<file path="config.mk">
export PLATFORM = sky130hd
export DESIGN_NAME = rga_bus_responder
export DESIGN_NICKNAME = d
export VERILOG_FILES = /design/src/rtl/rga_bus_responder.sv
export SDC_FILE = /design/constraint.sdc
export NUM_CORES = 1
export LEC_CHECK = 0
export CAP_MARGIN = 20
export CORE_MARGIN = 3
export CORE_UTILIZATION = 55
export CTS_CLUSTER_SIZE = 8
export DETAILED_ROUTE_END_ITERATION = 8
export PLACE_DENSITY = 0.87
export SETUP_SLACK_MARGIN = 0.15
export SLEW_MARGIN = 40
export SYNTH_ARGS = -nofsm -noshare
export SYNTH_HDL_FRONTEND = slang
export SYNTH_SLANG_ARGS = --single-unit
</file>
<file path="constraint.sdc">
create_clock -name CLK28M -period 2.9 [get_ports CLK28M]
set_input_delay 0.29 -clock CLK28M [delete_from_list [all_inputs] [get_ports CLK28M]]
set_output_delay 0.29 -clock CLK28M [all_outputs]
set_load 0.01 [all_outputs]
</file>
<file path="src/rtl/rga_bus_responder.sv">
// rtl/rga_bus_responder.sv - Agnus RGA/DRD slot receiver: write FIFO, sync strobes, hpos
//
// Samples the RGA/DRD buses once per CCK slot. Each slot is classified as
// idle, a sync strobe or a register write. Writes are queued and presented
// on a valid/ready interface. Strobes rebuild the horizontal beam position.
//
// Optional feature macro: HPOS_TRACK_EN
//   defined   - hpos counter and long-line logic are built
//   undefined - hpos is tied to 0; strobes still pulse and never enter the FIFO
//
// Ports:
//   CLK28M       in   system clock; CCK is nominally CLK28M/8
//   RESET_N      in   async active-low reset; released synchronously inside
//   CCK          in   colour clock from Agnus, asynchronous to CLK28M
//   RGA[7:0]     in   register address, chip-register offset bits [8:1]
//   DRD[15:0]    in   chip data bus
//   wr_valid     out  FIFO head valid
//   wr_addr[7:0] out  head register address
//   wr_data[15:0]out  head write data
//   wr_ready     in   downstream takes the head when high with wr_valid
//   overflow     out  sticky: a write was dropped on a full FIFO
//   strobe       out  one-cycle pulse on a strobe slot
//   strobe_type  out  0=STREQU 1=STRVBL 2=STRHOR 3=STRLONG, held until next strobe
//   hpos[8:0]    out  reconstructed horizontal position in CCK slots

module rga_bus_responder #(
  parameter int SAMPLE_DELAY = 2,
  parameter int FIFO_DEPTH   = 4,
  parameter int LINE_LEN     = 227
) (
  input  logic        CLK28M,
  input  logic        RESET_N,
  input  logic        CCK,
  input  logic [7:0]  RGA,
  input  logic [15:0] DRD,
  output logic        wr_valid,
  output logic [7:0]  wr_addr,
  output logic [15:0] wr_data,
  input  logic        wr_ready,
  output logic        overflow,
  output logic        strobe,
  output logic [1:0]  strobe_type,
  output logic [8:0]  hpos
);

  localparam int PW = $clog2(FIFO_DEPTH);
  localparam logic [2:0] CNT_LOAD = (SAMPLE_DELAY > 0) ? 3'(SAMPLE_DELAY - 1) : 3'd0;
  localparam logic [PW:0] FULL_CNT = (PW + 1)'(FIFO_DEPTH);

  // Reset asserts asynchronously and releases on a clock edge.
  logic [1:0] rst_pipe;
  logic       rst_n;

  always_ff @(posedge CLK28M or negedge RESET_N) begin
    if (!RESET_N) rst_pipe <= 2'b00;
    else          rst_pipe <= {rst_pipe[0], 1'b1};
  end
  assign rst_n = rst_pipe[1];

  // CCK: two synchroniser flops plus one history flop for edge detection.
  logic [2:0] cck_sr;
  logic       fall;

  always_ff @(posedge CLK28M or negedge rst_n) begin
    if (!rst_n) cck_sr <= 3'b000;
    else        cck_sr <= {cck_sr[1:0], CCK};
  end
  assign fall = cck_sr[2] & ~cck_sr[1];

  // Sample scheduling. An edge that arrives while a sample is still pending
  // fires the old sample immediately and restarts the delay for the new one.
  logic       pending;
  logic [2:0] cnt;
  logic       fire;

  assign fire = (SAMPLE_DELAY == 0) ? fall : (pending && (cnt == 3'd0 || fall));

  always_ff @(posedge CLK28M or negedge rst_n) begin
    if (!rst_n) begin
      pending <= 1'b0;
      cnt     <= 3'd0;
    end else if (fall && SAMPLE_DELAY != 0) begin
      pending <= 1'b1;
      cnt     <= CNT_LOAD;
    end else if (pending) begin
      if (cnt == 3'd0) pending <= 1'b0;
      else             cnt     <= cnt - 3'd1;
    end
  end

  logic        s_vld;
  logic [7:0]  s_rga;
  logic [15:0] s_drd;

  always_ff @(posedge CLK28M or negedge rst_n) begin
    if (!rst_n) begin
      s_vld <= 1'b0;
      s_rga <= 8'hFF;
      s_drd <= 16'h0000;
    end else begin
      s_vld <= fire;
      if (fire) begin
        s_rga <= RGA;
        s_drd <= DRD;
      end
    end
  end

  // Slot classification of the registered sample.
  logic is_idle, is_strobe, push_req;

  assign is_idle   = (s_rga == 8'hFF);
  assign is_strobe = (s_rga[7:2] == 6'b000111);
  assign push_req  = s_vld && !is_idle && !is_strobe;

  always_ff @(posedge CLK28M or negedge rst_n) begin
    if (!rst_n) begin
      strobe      <= 1'b0;
      strobe_type <= 2'd0;
    end else begin
      strobe <= s_vld && is_strobe;
      if (s_vld && is_strobe) strobe_type <= s_rga[1:0];
    end
  end

  // Write FIFO with registered head outputs.
  logic [23:0]   mem [FIFO_DEPTH];
  logic [PW-1:0] rd_ptr, wr_ptr, rd_next;
  logic [PW:0]   count, count_next, remain;
  logic          pop, push, drop, full, valid_next;
  logic [23:0]   head_d;

  assign pop        = wr_valid && wr_ready;
  assign full       = (count == FULL_CNT);
  assign push       = push_req && (!full || pop);
  assign drop       = push_req && full && !pop;
  assign rd_next    = pop ? rd_ptr + PW'(1) : rd_ptr;
  assign remain     = count - (PW + 1)'(pop);
  assign count_next = remain + (PW + 1)'(push);
  assign valid_next = (count_next != '0);

  // When nothing survives the pop, the only possible new head is the pushed word.
  always_comb begin
    head_d = mem[rd_next];
    if (remain == '0) head_d = {s_rga, s_drd};
  end

  always_ff @(posedge CLK28M) begin
    if (push) mem[wr_ptr] <= {s_rga, s_drd};
  end

  always_ff @(posedge CLK28M or negedge rst_n) begin
    if (!rst_n) begin
      rd_ptr   <= '0;
      wr_ptr   <= '0;
      count    <= '0;
      wr_valid <= 1'b0;
      wr_addr  <= 8'h00;
      wr_data  <= 16'h0000;
      overflow <= 1'b0;
    end else begin
      rd_ptr   <= rd_next;
      count    <= count_next;
      wr_valid <= valid_next;
      if (push)       wr_ptr <= wr_ptr + PW'(1);
      if (valid_next) {wr_addr, wr_data} <= head_d;
      if (drop)       overflow <= 1'b1;
    end
  end

`ifdef HPOS_TRACK_EN
  localparam logic [8:0] WRAP_NORM = 9'(LINE_LEN - 1);
  localparam logic [8:0] WRAP_LONG = 9'(LINE_LEN);

  logic long_line;

  // Strobes win over the wrap; STRLONG stretches only the line that follows it.
  always_ff @(posedge CLK28M or negedge rst_n) begin
    if (!rst_n) begin
      hpos      <= 9'd0;
      long_line <= 1'b0;
    end else if (s_vld) begin
      if (is_strobe) begin
        hpos      <= 9'd0;
        long_line <= (s_rga[1:0] == 2'b11);
      end else if (hpos == (long_line ? WRAP_LONG : WRAP_NORM)) begin
        hpos      <= 9'd0;
        long_line <= 1'b0;
      end else begin
        hpos <= hpos + 9'd1;
      end
    end
  end
`else
  localparam int unused_line_len = LINE_LEN;
  assign hpos = 9'd0;
`endif

endmodule

</file>
==> out/results.ini, run 1 <==
[route]
routed_wl_um=15560
highest_layer=met4
avgRoutedWirePerCell_um=21.37
dr_wl_met3_um=978
via_per_inst=5.900
drt-initial-drc-count=436
dr.pass1.iters=6
num_vias=4295
drc=0
wl_met1_um=5977
met2_length_um=8250
ant_nets=0

[die]
fp.dieW_um=120.6
start_util_pct=56.82
num_io_pins=66
core_um2=12720
num_rows=41
die_area_um2=14550
die_y_um=120.6

[power]
peakVddDrop_uv=788.5
p_per_area_nw_per_um2=1253
p_leak_nw=3.308
p_total_mw=10.79

[min_path]
hold_path.class=in2async

[yosys]
avgSynthCellArea_um2=15.38
yosysSeqAreaShare_pct=64.25
yosys-top-cells-area=edfxtp_1, dfrtp_1, mux2_2
yosysTopAreaCellShare_pct=39.88
synth_edf_count=96
synth_cell_types=40
ys.flop_type=edfxtp_1
ys_async_sr_fraction_pct=42.17
synth_top_area_cell=edfxtp_1
synth.cell_area_um2=7228
syn_inst=470
synth_warnings=0
ys_ff_latch=166

[sta]
setup_tns_ns=0
relSlewSlack_pct=53.22
setup_viol=0
slew_viol_final=0
holdWs_ns=0.02325
finClkSkew_ns=0.007314
tightestPinTransition_ns=0.7016
max_freq_ghz=0.3761
fin_crit_sh_pct=91.68
hold_viol=0
rsz0062_at_grt=false
fin_crit_ns=2.659

[worst_setup_path]
path_class=reg2reg
critPathMaxFanout=6
setup.worst_path.start_class=flip-flop
worst_ep_arrival_time_ns=3.01
worstReg2RegEnd=wr_data[6]
r2r_setup_slack_ns=0.24
rr_worst_depth=12
required_ns=3.25
end_kind=flip-flop
crit-reg2reg-launch=s_rga[4]

[placement]
io_buffers=56
hpwlAfterDp_um=9146
gp_congestion=0.7839

[clock_network]
path_clk_slew_ns=0.06
cts.htree.levels=4
cts_tree=done
cts_hold_buffers=0
clkLatencyLatePin_ns=0.43
cts_root_buf=clkbuf_16
cts_made_buffers=17
cts.sinks=166
clk_path_buf_depth=2

[global_routing]
overflow=0
grt_pass1_wl_um=23830
grt_max_degree=56
grt_pass1_vias=4494
antenna_found_initial=0
grt_usage_pct=22.05

[cells_and_area]
multi_input_area_um2=2344
diodes=0
n_fill_cell=878
nets=582
final-seq-area_um2=4649
drive_gt1_share_pct=24.64
area_delta_synth_final_pct=19.18

[outcome]
outcome=finished, final reports clean

[job]
maxCapViolCount=0

## area by class of cell
| type | count | area share, % |
|---|---|---|
| inverter | 14 | 0.6972 |
| tap | 172 | 2.498 |
| clock buffer | 22 | 5.272 |
| timing repair buffer | 83 | 9.150 |
| sequential | 166 | 53.97 |
| multi-input combinational | 262 | 27.20 |
| clock inverter | 9 | 1.206 |
## stage by stage
stage / utilization [%] / setup slack [ns] / cells / area (um^2)
3_5_place_dp: 62.48 / 0.1866 / 689 / 7949
5_1_grt: 67.71 / 0.1203 / 728 / 8615
4_1_cts: 66.87 / 0.1650 / 720 / 8507
3_3_place_gp: 62.48 / 0.08645 / 689 / 7949
6_report: 67.71 / 0.2412 / 728 / 8615
2_1_floorplan: - / 0.3406 / 478 / 7258
## critical path: stages, from the launching register on
cell       delay, ns
dfstp_2         0.56
nand3_2         0.15
nor4_4          0.26
or3b_4          0.18
nor2b_2         0.05
ha_1            0.20
ha_1            0.21
xor2_2          0.20
nor3_4          0.25
buf_4           0.15
buf_4           0.14
a21oi_1         0.07
a2bb2oi_2       0.15
## how the worst max path moves through the flow
stage,from,endpoint
final,s_rga[4],wr_data[6]
after global routing,s_rga[4],wr_data[6]
after CTS,s_rga[4],wr_addr[0]
after detailed placement,wr_ready,wr_data[15]
after global placement,wr_ready,wr_data[11]
after floorplan,s_rga[4],wr_data[11]
## power by group
part / switching [mW] / internal [mW] / leakage [nW]
combinational: 2.24 / 2.19 / 1.36
clock: 0.864 / 1.28 / 0.270
sequential: 0.675 / 3.54 / 1.67
total: 3.78 / 7.01 / 3.31
## what timing repair did
| action | in CTS | in global routing |
|---|---|---|
| gates resized for setup | 0 | 8 |
| setup endpoints to repair | 0 | 24 |
| setup buffers | 0 | 7 |
## cells in the mapped netlist, drive strengths merged, types with 3 or more instances
master,n
edfxtp,96
dfrtp,62
mux2,50
mux2i,47
buf,34
a21oi,28
a2bb2oi,24
a22oi,23
o211ai,23
inv,14
nand2,11
ha,10
dfstp,8
nor2,7
and2,5
nand3,3
nor3,3
xnor2,3
## layer usage
| metal | up-vias | track usage (%) |
|---|---|---|
| li1 | 1907 | - |
| met1 | 2198 | 25.80 |
| met2 | 163 | 38.00 |
| met3 | 27 | 5.659 |
| met4 | 0 | 10.48 |
| met5 | - | 0 |
## registers in the layout (all words and copies together) (netlist names)
name         cells
cck_sr           3
wr_data         16
s_drd           16
strobe           1
pending          1
count            3
cnt              3
s_rga            8
rst_pipe         2
s_vld            1
mem             96
rd_ptr           2
strobe_type      2
wr_valid         1
wr_addr          8
wr_ptr           2
overflow         1
## cells in the final DEF, fill, tap and decap left out, types with 3 or more instances in the layout
| master | instances |
|---|---|
| a21oi_1 | 28 |
| a22oi_1 | 23 |
| a2bb2oi_1 | 4 |
| a2bb2oi_2 | 20 |
| and2_1 | 5 |
| buf_4 | 25 |
| clkbuf_1 | 4 |
| clkbuf_16 | 17 |
| clkdlybuf4s50_1 | 56 |
| clkinv_2 | 4 |
| conb_1 | 10 |
| dfrtp_1 | 60 |
| dfstp_2 | 8 |
| edfxtp_1 | 96 |
| ha_1 | 10 |
| inv_1 | 13 |
| mux2_1 | 8 |
| mux2_2 | 42 |
| mux2i_1 | 47 |
| nand2_1 | 11 |
| nor2_1 | 6 |
| o211ai_1 | 23 |
| xnor2_1 | 3 |
## cells by family after synthesis
kind of cell | synth area share [%]
mux | 14.30
other cells | 0.1039
compound gates | 11.62
xor+xnor | 0.8136
flops | 64.25
simple gates | 3.029
fa+ha+maj | 1.731
buf+inv | 4.154
Power figures use the tool's default switching activity.
==> run 2, diff against run 1 <==
--- a/config.mk
+++ b/config.mk
@@ -16,3 +16,4 @@
 export SYNTH_ARGS = -nofsm -noshare
 export SYNTH_HDL_FRONTEND = slang
 export SYNTH_SLANG_ARGS = --single-unit
+export TNS_END_PERCENT = 10
==> out/results.ini, run 2 (synthesis results as in run 1) <==
[global_routing]
grt_max_degree=56
grt_pass1_wl_um=23830
overflow=0
antenna_found_initial=0
grt_usage_pct=22.05
grt_pass1_vias=4494

[sta]
relSlewSlack_pct=53.23
rsz0062_at_grt=true
fin_crit_ns=2.670
hold_viol=0
fin_crit_sh_pct=92.08
setup_viol=0
tightestPinTransition_ns=0.7015
max_freq_ghz=0.3745
holdWs_ns=0.02547
finClkSkew_ns=0.007063
setup_tns_ns=0
slew_viol_final=0

[worst_setup_path]
cp_cell_sequence=nand3_2 -> nor4_4 -> or3b_4 -> nor2b_2 -> ha_1 -> ha_1 -> xor2_2 -> nor3_4 -> buf_4 -> buf_4 -> a21oi_1 -> a2bb2oi_2
end_kind=flip-flop
slowest_stage=dfstp_2
max_stage_delay_ns=0.56
crit_family=simple AND/OR/NAND/NOR gates
critPathMaxFanout=6
setup.worst_path.start_class=flip-flop
path_class=reg2reg
worst_ep_arrival_time_ns=3.02
required_ns=3.25
path_buf_inv=2

[die]
die_y_um=120.6
num_io_pins=66
die_area_um2=14550
fp.dieW_um=120.6
start_util_pct=56.82
core_um2=12720
num_rows=41

[route]
ant_nets=0
drt-initial-drc-count=456
num_vias=4284
drc=0
dr.pass1.iters=5
via_per_inst=5.893
avgRoutedWirePerCell_um=21.17
routed_wl_um=15390

[cells_and_area]
area_delta_synth_final_pct=19.08
finalInstanceArea_um2=8607
largest_registers=mem (96), s_drd (16), wr_data (16)
nets=581
drive_gt1_share_pct=24.50
largest_register_ff_count=96
largest-register=mem
n_fill_cell=880
layout_common_cells=edfxtp_1, dfrtp_1, clkdlybuf4s50_1
diodes=0
layout_commonest_cell=edfxtp_1
final_core_util_pct=67.65

[clock_network]
cts_tree=done
cts.htree.levels=4
cts.sinks=166
cts_made_buffers=17
clkLatencyLatePin_ns=0.43
clk_path_buf_depth=2
path_clk_slew_ns=0.06
cts_root_buf=clkbuf_16

[power]
peakVddDrop_uv=779.6
p_per_area_nw_per_um2=1249
p_leak_nw=3.303

[placement]
gp_congestion=0.7839
hpwlAfterDp_um=9146
place_area_um2=7949
io_buffers=56

[outcome]
outcome=finished, final reports clean

[min_path]
hold_path.class=in2async

[job]
maxCapViolCount=0

## run 2: cell types whose count changed in the layout (fill, tap and decap cells not counted), sizes merged
cell,change
buf,-1
## run 2: worst register-to-register path: stages (launching register included)
cell	delay, ns
dfstp_2	0.56
nand3_2	0.15
nor4_4	0.26
or3b_4	0.18
nor2b_2	0.05
ha_1	0.20
ha_1	0.21
xor2_2	0.20
nor3_4	0.25
buf_4	0.15
buf_4	0.15
a21oi_1	0.08
a2bb2oi_2	0.15
## run 2: metrics by stage
stage / power, mW / worst slack, ns / std cells
after floorplan: 7.158 / 0.3406 / 478
after global placement: 8.149 / 0.08645 / 689
after detailed placement: 8.423 / 0.1866 / 689
after CTS: 10.64 / 0.1650 / 720
after global routing: 11.30 / 0.1228 / 727
final: 10.75 / 0.2296 / 727
## run 2: final cells by class
| type | count | area [um^2] | area share, % |
|---|---|---|---|
| sequential | 166 | 4649 | 54.02 |
| multi-input combinational | 262 | 2344 | 27.23 |
| timing repair buffer | 82 | 780.7 | 9.071 |
| clock buffer | 22 | 454.2 | 5.277 |
| tap | 172 | 215.2 | 2.500 |
| clock inverter | 9 | 103.9 | 1.207 |
| inverter | 14 | 60.06 | 0.6978 |
## run 2: metal layers
layer  up-vias  track usage, %  share of wire, %
met4         0           10.48               1.7
met3        25           5.659               7.7
met2       190           38.00                53
li1       1902               -                 -
met5         -               0                 0
met1      2167           25.80                37
## run 2: worst paths after layout
path	from	to	slack (ns)	cells after the start
max	s_rga[4]	wr_data[6]	0.23	12
min	RESET_N	rst_pipe[0]	0.03	1
max reg2reg	s_rga[4]	wr_data[6]	0.23	12
min reg2reg	rst_pipe[1]	cck_sr[2]	0.32	0
max in group asynchronous	rst_pipe[1]	s_rga[7]	1.74	1
min in group CLK28M	CCK	cck_sr[0]	0.30	1
## run 2: report_power, final
group | internal, mW | switching, mW
Combinational | 2.18 | 2.22
Sequential | 3.54 | 0.673
Clock | 1.28 | 0.854
Total | 7.01 | 3.75
## run 2: what timing repair did
item                                    in CTS  in global routing
endpoints found under the setup margin       0                 24
setup buffers                                0                  6
resized for setup                            0                  8
hold buffers                                 0                  0
